## src/rtl/ram_arb_pkg.sv

```systemverilog
// Shared types and constants for the two-master on-chip RAM arbiter.
package ram_arb_pkg;

    localparam int unsigned DATA_W = 32;

    localparam logic PORT_A = 1'b0;
    localparam logic PORT_B = 1'b1;

    typedef enum logic [1:0] {
        IDLE    = 2'd0,
        SERVE_A = 2'd1,
        SERVE_B = 2'd2
    } state_e;

endpackage : ram_arb_pkg

```

## src/rtl/ram_arb_rr.sv

```systemverilog
// Two-input grant picker: lock hold, then round robin (or fixed A priority
// when RAM_ARB_FIXED_PRIO_EN is defined), then single requester.
module ram_arb_rr
    import ram_arb_pkg::*;
(
    input  logic [1:0] req,
    input  logic       last,
    input  logic       lock,
    input  logic       cur,
    output logic       gnt,
    output logic       gnt_vld
);

`ifdef RAM_ARB_FIXED_PRIO_EN
    logic unused_last;
    assign unused_last = last;
`endif

    // A lock only holds the grant while its owner keeps requesting.
    always_comb begin
        gnt     = PORT_A;
        gnt_vld = 1'b0;
        if (lock && req[cur]) begin
            gnt     = cur;
            gnt_vld = 1'b1;
        end else if (req[PORT_A] && req[PORT_B]) begin
            gnt_vld = 1'b1;
`ifdef RAM_ARB_FIXED_PRIO_EN
            gnt     = PORT_A;
`else
            gnt     = ~last;
`endif
        end else if (req[PORT_A]) begin
            gnt     = PORT_A;
            gnt_vld = 1'b1;
        end else if (req[PORT_B]) begin
            gnt     = PORT_B;
            gnt_vld = 1'b1;
        end
    end

endmodule : ram_arb_rr

```

## src/rtl/ram_arb2.sv

```systemverilog
// Two-master arbiter in front of the negedge-clocked byte-enable RAM.
// Define RAM_ARB_FIXED_PRIO_EN (in ram_arb_rr) for fixed port-A priority.
module ram_arb2
    import ram_arb_pkg::*;
#(
    parameter  int unsigned NUM_KBYTES = 128,
    localparam int unsigned ADDR_W     = $clog2(NUM_KBYTES * 1024)
) (
    input  logic              clk,
    input  logic              rst_n,

    input  logic              a_req,
    input  logic              a_wr,
    input  logic              a_be,
    input  logic              a_lock,
    input  logic [ADDR_W-1:0] a_addr,
    input  logic [DATA_W-1:0] a_wdata,
    output logic              a_ack,
    output logic [DATA_W-1:0] a_rdata,

    input  logic              b_req,
    input  logic              b_wr,
    input  logic              b_be,
    input  logic              b_lock,
    input  logic [ADDR_W-1:0] b_addr,
    input  logic [DATA_W-1:0] b_wdata,
    output logic              b_ack,
    output logic [DATA_W-1:0] b_rdata,

    output logic              ram_en,
    output logic              ram_we,
    output logic              ram_be,
    output logic [ADDR_W-1:0] ram_addr,
    output logic [DATA_W-1:0] ram_wdata,
    input  logic [DATA_W-1:0] ram_rdata
);

    state_e state_q, state_d;
    logic   rr_last_q, rr_last_d;

    logic [1:0] pick_req;
    logic       pick_lock;
    logic       pick_cur;
    logic       gnt;
    logic       gnt_vld;

    assign pick_req  = {b_req, a_req};
    assign pick_cur  = (state_q == SERVE_B) ? PORT_B : PORT_A;
    assign pick_lock = ((state_q == SERVE_A) && a_lock) ||
                       ((state_q == SERVE_B) && b_lock);

    ram_arb_rr u_rr (
        .req     (pick_req),
        .last    (rr_last_q),
        .lock    (pick_lock),
        .cur     (pick_cur),
        .gnt     (gnt),
        .gnt_vld (gnt_vld)
    );

    // rr_last tracks the port being served, so it reads x throughout SERVE_x.
    always_ff @(posedge clk or negedge rst_n) begin
        if (!rst_n) begin
            state_q   <= IDLE;
            rr_last_q <= PORT_B;
        end else begin
            state_q   <= state_d;
            rr_last_q <= rr_last_d;
        end
    end

    // Next state plus datapath mux; RAM pins follow the served port directly.
    always_comb begin
        state_d   = IDLE;
        rr_last_d = rr_last_q;
        a_ack     = 1'b0;
        b_ack     = 1'b0;
        a_rdata   = '0;
        b_rdata   = '0;
        ram_en    = 1'b0;
        ram_we    = 1'b0;
        ram_be    = 1'b0;
        ram_addr  = '0;
        ram_wdata = '0;

        if (gnt_vld) begin
            state_d   = (gnt == PORT_A) ? SERVE_A : SERVE_B;
            rr_last_d = gnt;
        end

        case (state_q)
            SERVE_A: begin
                ram_en    = 1'b1;
                ram_we    = a_wr;
                ram_be    = a_be;
                ram_addr  = a_addr;
                ram_wdata = a_wdata;
                a_ack     = 1'b1;
                a_rdata   = ram_rdata;
            end
            SERVE_B: begin
                ram_en    = 1'b1;
                ram_we    = b_wr;
                ram_be    = b_be;
                ram_addr  = b_addr;
                ram_wdata = b_wdata;
                b_ack     = 1'b1;
                b_rdata   = ram_rdata;
            end
            default: ;
        endcase
    end

endmodule : ram_arb2
```

## config.mk

```make
export PLATFORM = sky130hd
export DESIGN_NAME = ram_arb2
export DESIGN_NICKNAME = d
export VERILOG_FILES = /design/src/rtl/ram_arb_pkg.sv /design/src/rtl/ram_arb_rr.sv /design/src/rtl/ram_arb2.sv
export SDC_FILE = /design/constraint.sdc
export NUM_CORES = 1
export LEC_CHECK = 0
export CORE_AREA = 4 4 97 99
export CTS_BUF_LIST = sky130_fd_sc_hd__clkbuf_16
export DETAILED_ROUTE_END_ITERATION = 7
export DIE_AREA = 0 0 101 103
export PLACE_DENSITY = 0.79
export SYNTH_ARGS = -nofsm -noshare
export SYNTH_HDL_FRONTEND = slang
export SYNTH_SLANG_ARGS = --single-unit
export TNS_END_PERCENT = 20
```

## constraint.sdc

```tcl
create_clock -name clk -period 2.4 [get_ports clk]
set_input_delay 0.72 -clock clk [delete_from_list [all_inputs] [get_ports clk]]
set_output_delay 0.72 -clock clk [all_outputs]
set_load 0.05 [all_outputs]
```

==> results.txt <==
----------------------------------------------------
[Outcome]
  Result of the run ... finished, final reports clean

[Global route]
  GRT Total Usage ... approximately 17%
  Pin count of the biggest net entering global routing ... 57
  Global routing met1 resource utilization ... roughly 16%
  Most Used Layer, Global Route ... met2
  Met3 GRT Util ... 5.48%
  Number of antenna violations at the first check in global routing ... 0
  Global-route wire length before repair ... 14100 um
  Global-route met2 utilization ... 35.8%
  Vias in the first global route ... between 2000 and 3000
  Global route overflow ... 0

[Logic synthesis]
  Main synth FF type ... sky130_fd_sc_hd__dfrtp_1
  Most area-hungry cell type in the Yosys netlist ... sky130_fd_sc_hd__and2_1
  Syn Nets ... between 300 and 400
  Post-synth EDFFs ... 0
  YS warnings ... 0
  Proportion of synthesized chip area in sequential cells ... between 5 and 6%
  Most frequent cell after synthesis ... sky130_fd_sc_hd__and2_1
  Fraction of post-synthesis cell area in the top cell type by area ... about 30%
  Cells after Synth ... 207
  Distinct cell type count after synthesis ... 20
  Synth area leaders ... sky130_fd_sc_hd__and2_1, sky130_fd_sc_hd__a22oi_1, sky130_fd_sc_hd__nor2_1, sky130_fd_sc_hd__dfrtp_1, sky130_fd_sc_hd__buf_6
  Synthesized cell area ... 1310 um2
  Mean cell area of the mapped netlist ... 6.32 um2
  Synth cell count leaders ... sky130_fd_sc_hd__and2_1, sky130_fd_sc_hd__a22oi_1, sky130_fd_sc_hd__nor2_1
  Ys async rst share ... 100%
  Flop and latch count out of synthesis ... 3

[Place]
  Post-DP HPWL ... 8350 um
  Placement Cell Area ... 5560 um2
  Final weighted congestion in routability-driven placement ... 0.726
  DP Cell Count ... 557
  IO buf count ... 257

[Clock network]
  CTS max path bufs ... 2
  CTS tree ... done
  TritonCTS Buffers ... 3
  Setup bufs post-CTS ... 0
  CTS sink count ... 3
  Master cell of the clock root buffer ... sky130_fd_sc_hd__clkbuf_16
  Worst skew pair latency ... 0.23 ns
  Number of buffers inserted by hold repair at cts ... 0
  Htree depth ... 1
  Clock input transition at the sequential cells of the worst setup and hold paths ... 0.03 ns

[Timing]
  Final-report max-slew violation count ... 0
  Maximum achievable frequency ... 0.421 GHz
  Clock skew after layout ... roughly 0.00051 ns
  Least-Margin Pin Slew ... 0.339 ns
  Setup Viol. Count Final ... 0
  Period utilisation layout ... 99.0%
  Relative slew slack ... 77.4%
  Setup repair after global routing missed its margin ... yes
  Final hold vios ... 0
  Final min period ... ~2.4 ns

[Cells and area]
  Fin util ... between 60% and 70%
  Fillers ... 639
  Share of layout cells above drive strength 1 ... 42.7%
  Area of combinational cells with multiple inputs ... 1480 um2
  Non-filler cells, final ... roughly 560
  Post-layout net count ... around 600
  Seq. cell area ... 76.3 um2
  Layout area overhead ... 335%
  Diodes inserted ... 0
  Final Instance Area ... around 5700 um2

[Floorplanning]
  Die Outline Area ... approximately 10000 um2
  Die width ... approximately 100 um
  Boundary pin count ... between 200 and 300
  Standard cell core area ... 8550 um2
  Starting Density ... 15.3%
  Rows ... 34
  Die height ... 103 um

[Drt]
  Starting DRT DRC Count ... 40
  Via density per instance ... 4.44
  Number of remaining DRC errors ... 0
  Total Wirelength ... 10000 um
  Number of iterations in the first detailed-routing pass ... 4
  Routed length per instance ... 17.8 um
  Detail Route Antenna Nets ... 0
  Total via count in the routed design ... 2495

[Pwr]
  Maximum vdd ir drop ... 388 uV
  Standby leakage power ... about 2.1 nW
  Pwr per Cell Area ... 421 nW/um2
  Post-layout total power ... 0.00240 W

[Critical path]
  Setup slack of the most critical reg-to-reg path ... 0.84 ns
  R2R cell count ... 6
  Reg-to-Reg End ... state_q[1]
  Path type of the worst setup path ... input port to primary output
  Critical-path maximum fanout ... 1
  Worst setup path startpoint ... b_be
  Startpoint of the lowest-slack register-to-register path ... state_q[1]
  Worst Setup EP ... ram_be
  CP arrival ... approximately 1.7 ns
  Category of the worst setup path capture point ... primary output
  Required arrival time at the worst endpoint ... about 1.7 ns
  CP startpoint kind ... input port

[Job]
  Max-capacitance violation count ... 0

[Worst hold path]
  Type of the most critical hold path ... flip-flop to flip-flop

----------------------------------------------------
cells by family after synthesis:
group | Yosys count | share of synthesized area [%]
muxes | 1 | 0.765
buffers and inverters | 29 | 13.0
and+or+nand+nor | 115 | 45.4
DFF | 3 | 5.83
AOI/OAI and AO/OA | 56 | 32.1
adders and majority gates | 3 | 2.87
state kept, by name, indices dropped and copies added (netlist names):
register   count
rr_last_q      1
state_q        2
routing by layer:
metal  vias up  routed length, um  part of all wire (%)
met1      1165               3140                    31
met4         0                118                   1.2
met2       116               5820                    58
met3        10                926                   9.3
met5         -                  0                     0
li1       1204                  -                     -
stage by stage:
stage	setup slack, ns	hold slack (ns)	TNS, ns
finish	0.0237	0.555	0
global route	-0.0300	0.607	-0.624
CTS	0.00900	0.559	0
detailed placement	-0.0632	0.553	-0.0893
global placement	-0.00533	0.529	-0.00533
floorplan	0.0552	0.424	0
worst max-delay path, stage by stage:
cell and delay (ns):
sky130_fd_sc_hd__clkdlybuf4s50_1 0.43, sky130_fd_sc_hd__a22oi_1 0.29, sky130_fd_sc_hd__nor2_4 0.06, sky130_fd_sc_hd__buf_12 0.15
report_power, final:
part | switching (W) | internal [W] | leakage (nW)
Sequential | 0.00000401 | 0.0000580 | 0.0351
Clock | 0.0000572 | 0.000216 | 0.0423
Combinational | 0.00108 | 0.000979 | 2.06
cells in the final DEF, fill, tap and decap left out, drive strengths merged:
cell type,n
a22oi,52
a21oi,1
dfstp,1
nor2,51
dfrtp,2
o21a,1
clkbuf,4
and2,64
buf,127
o21ai,1
o21bai,1
inv,6
mux2i,1
clkdlybuf4s50,139
ha,3
final cells by class:
cell class	instances	area share (%)
Inverter	5	0.330
Clock buffer	3	1.32
Clock inverter	1	0.0659
Timing Repair Buffer	267	68.5
Multi-Input combinational cell	175	26.0
Sequential cell	3	1.34
Tap cell	108	2.37
worst min path at each step:
| stage | start | to | slack [ns] | depth (start not counted) |
|---|---|---|---|---|
| CTS | rr_last_q | rr_last_q | 0.56 | 2 |
| global placement | rr_last_q | rr_last_q | 0.53 | 2 |
| floorplan | rst_n | state_q[0] | 0.42 | 0 |
| global route | rr_last_q | rr_last_q | 0.61 | 2 |
| finish | rr_last_q | rr_last_q | 0.55 | 2 |
| detailed placement | rr_last_q | rr_last_q | 0.55 | 2 |
what timing repair did:
item                                    in CTS  in global routing
resized for setup                            5                  1
gates cloned                                 0                  1
pin swaps                                    0                  0
endpoints found under the setup margin      23                 47
Power figures use the tool's default switching activity.
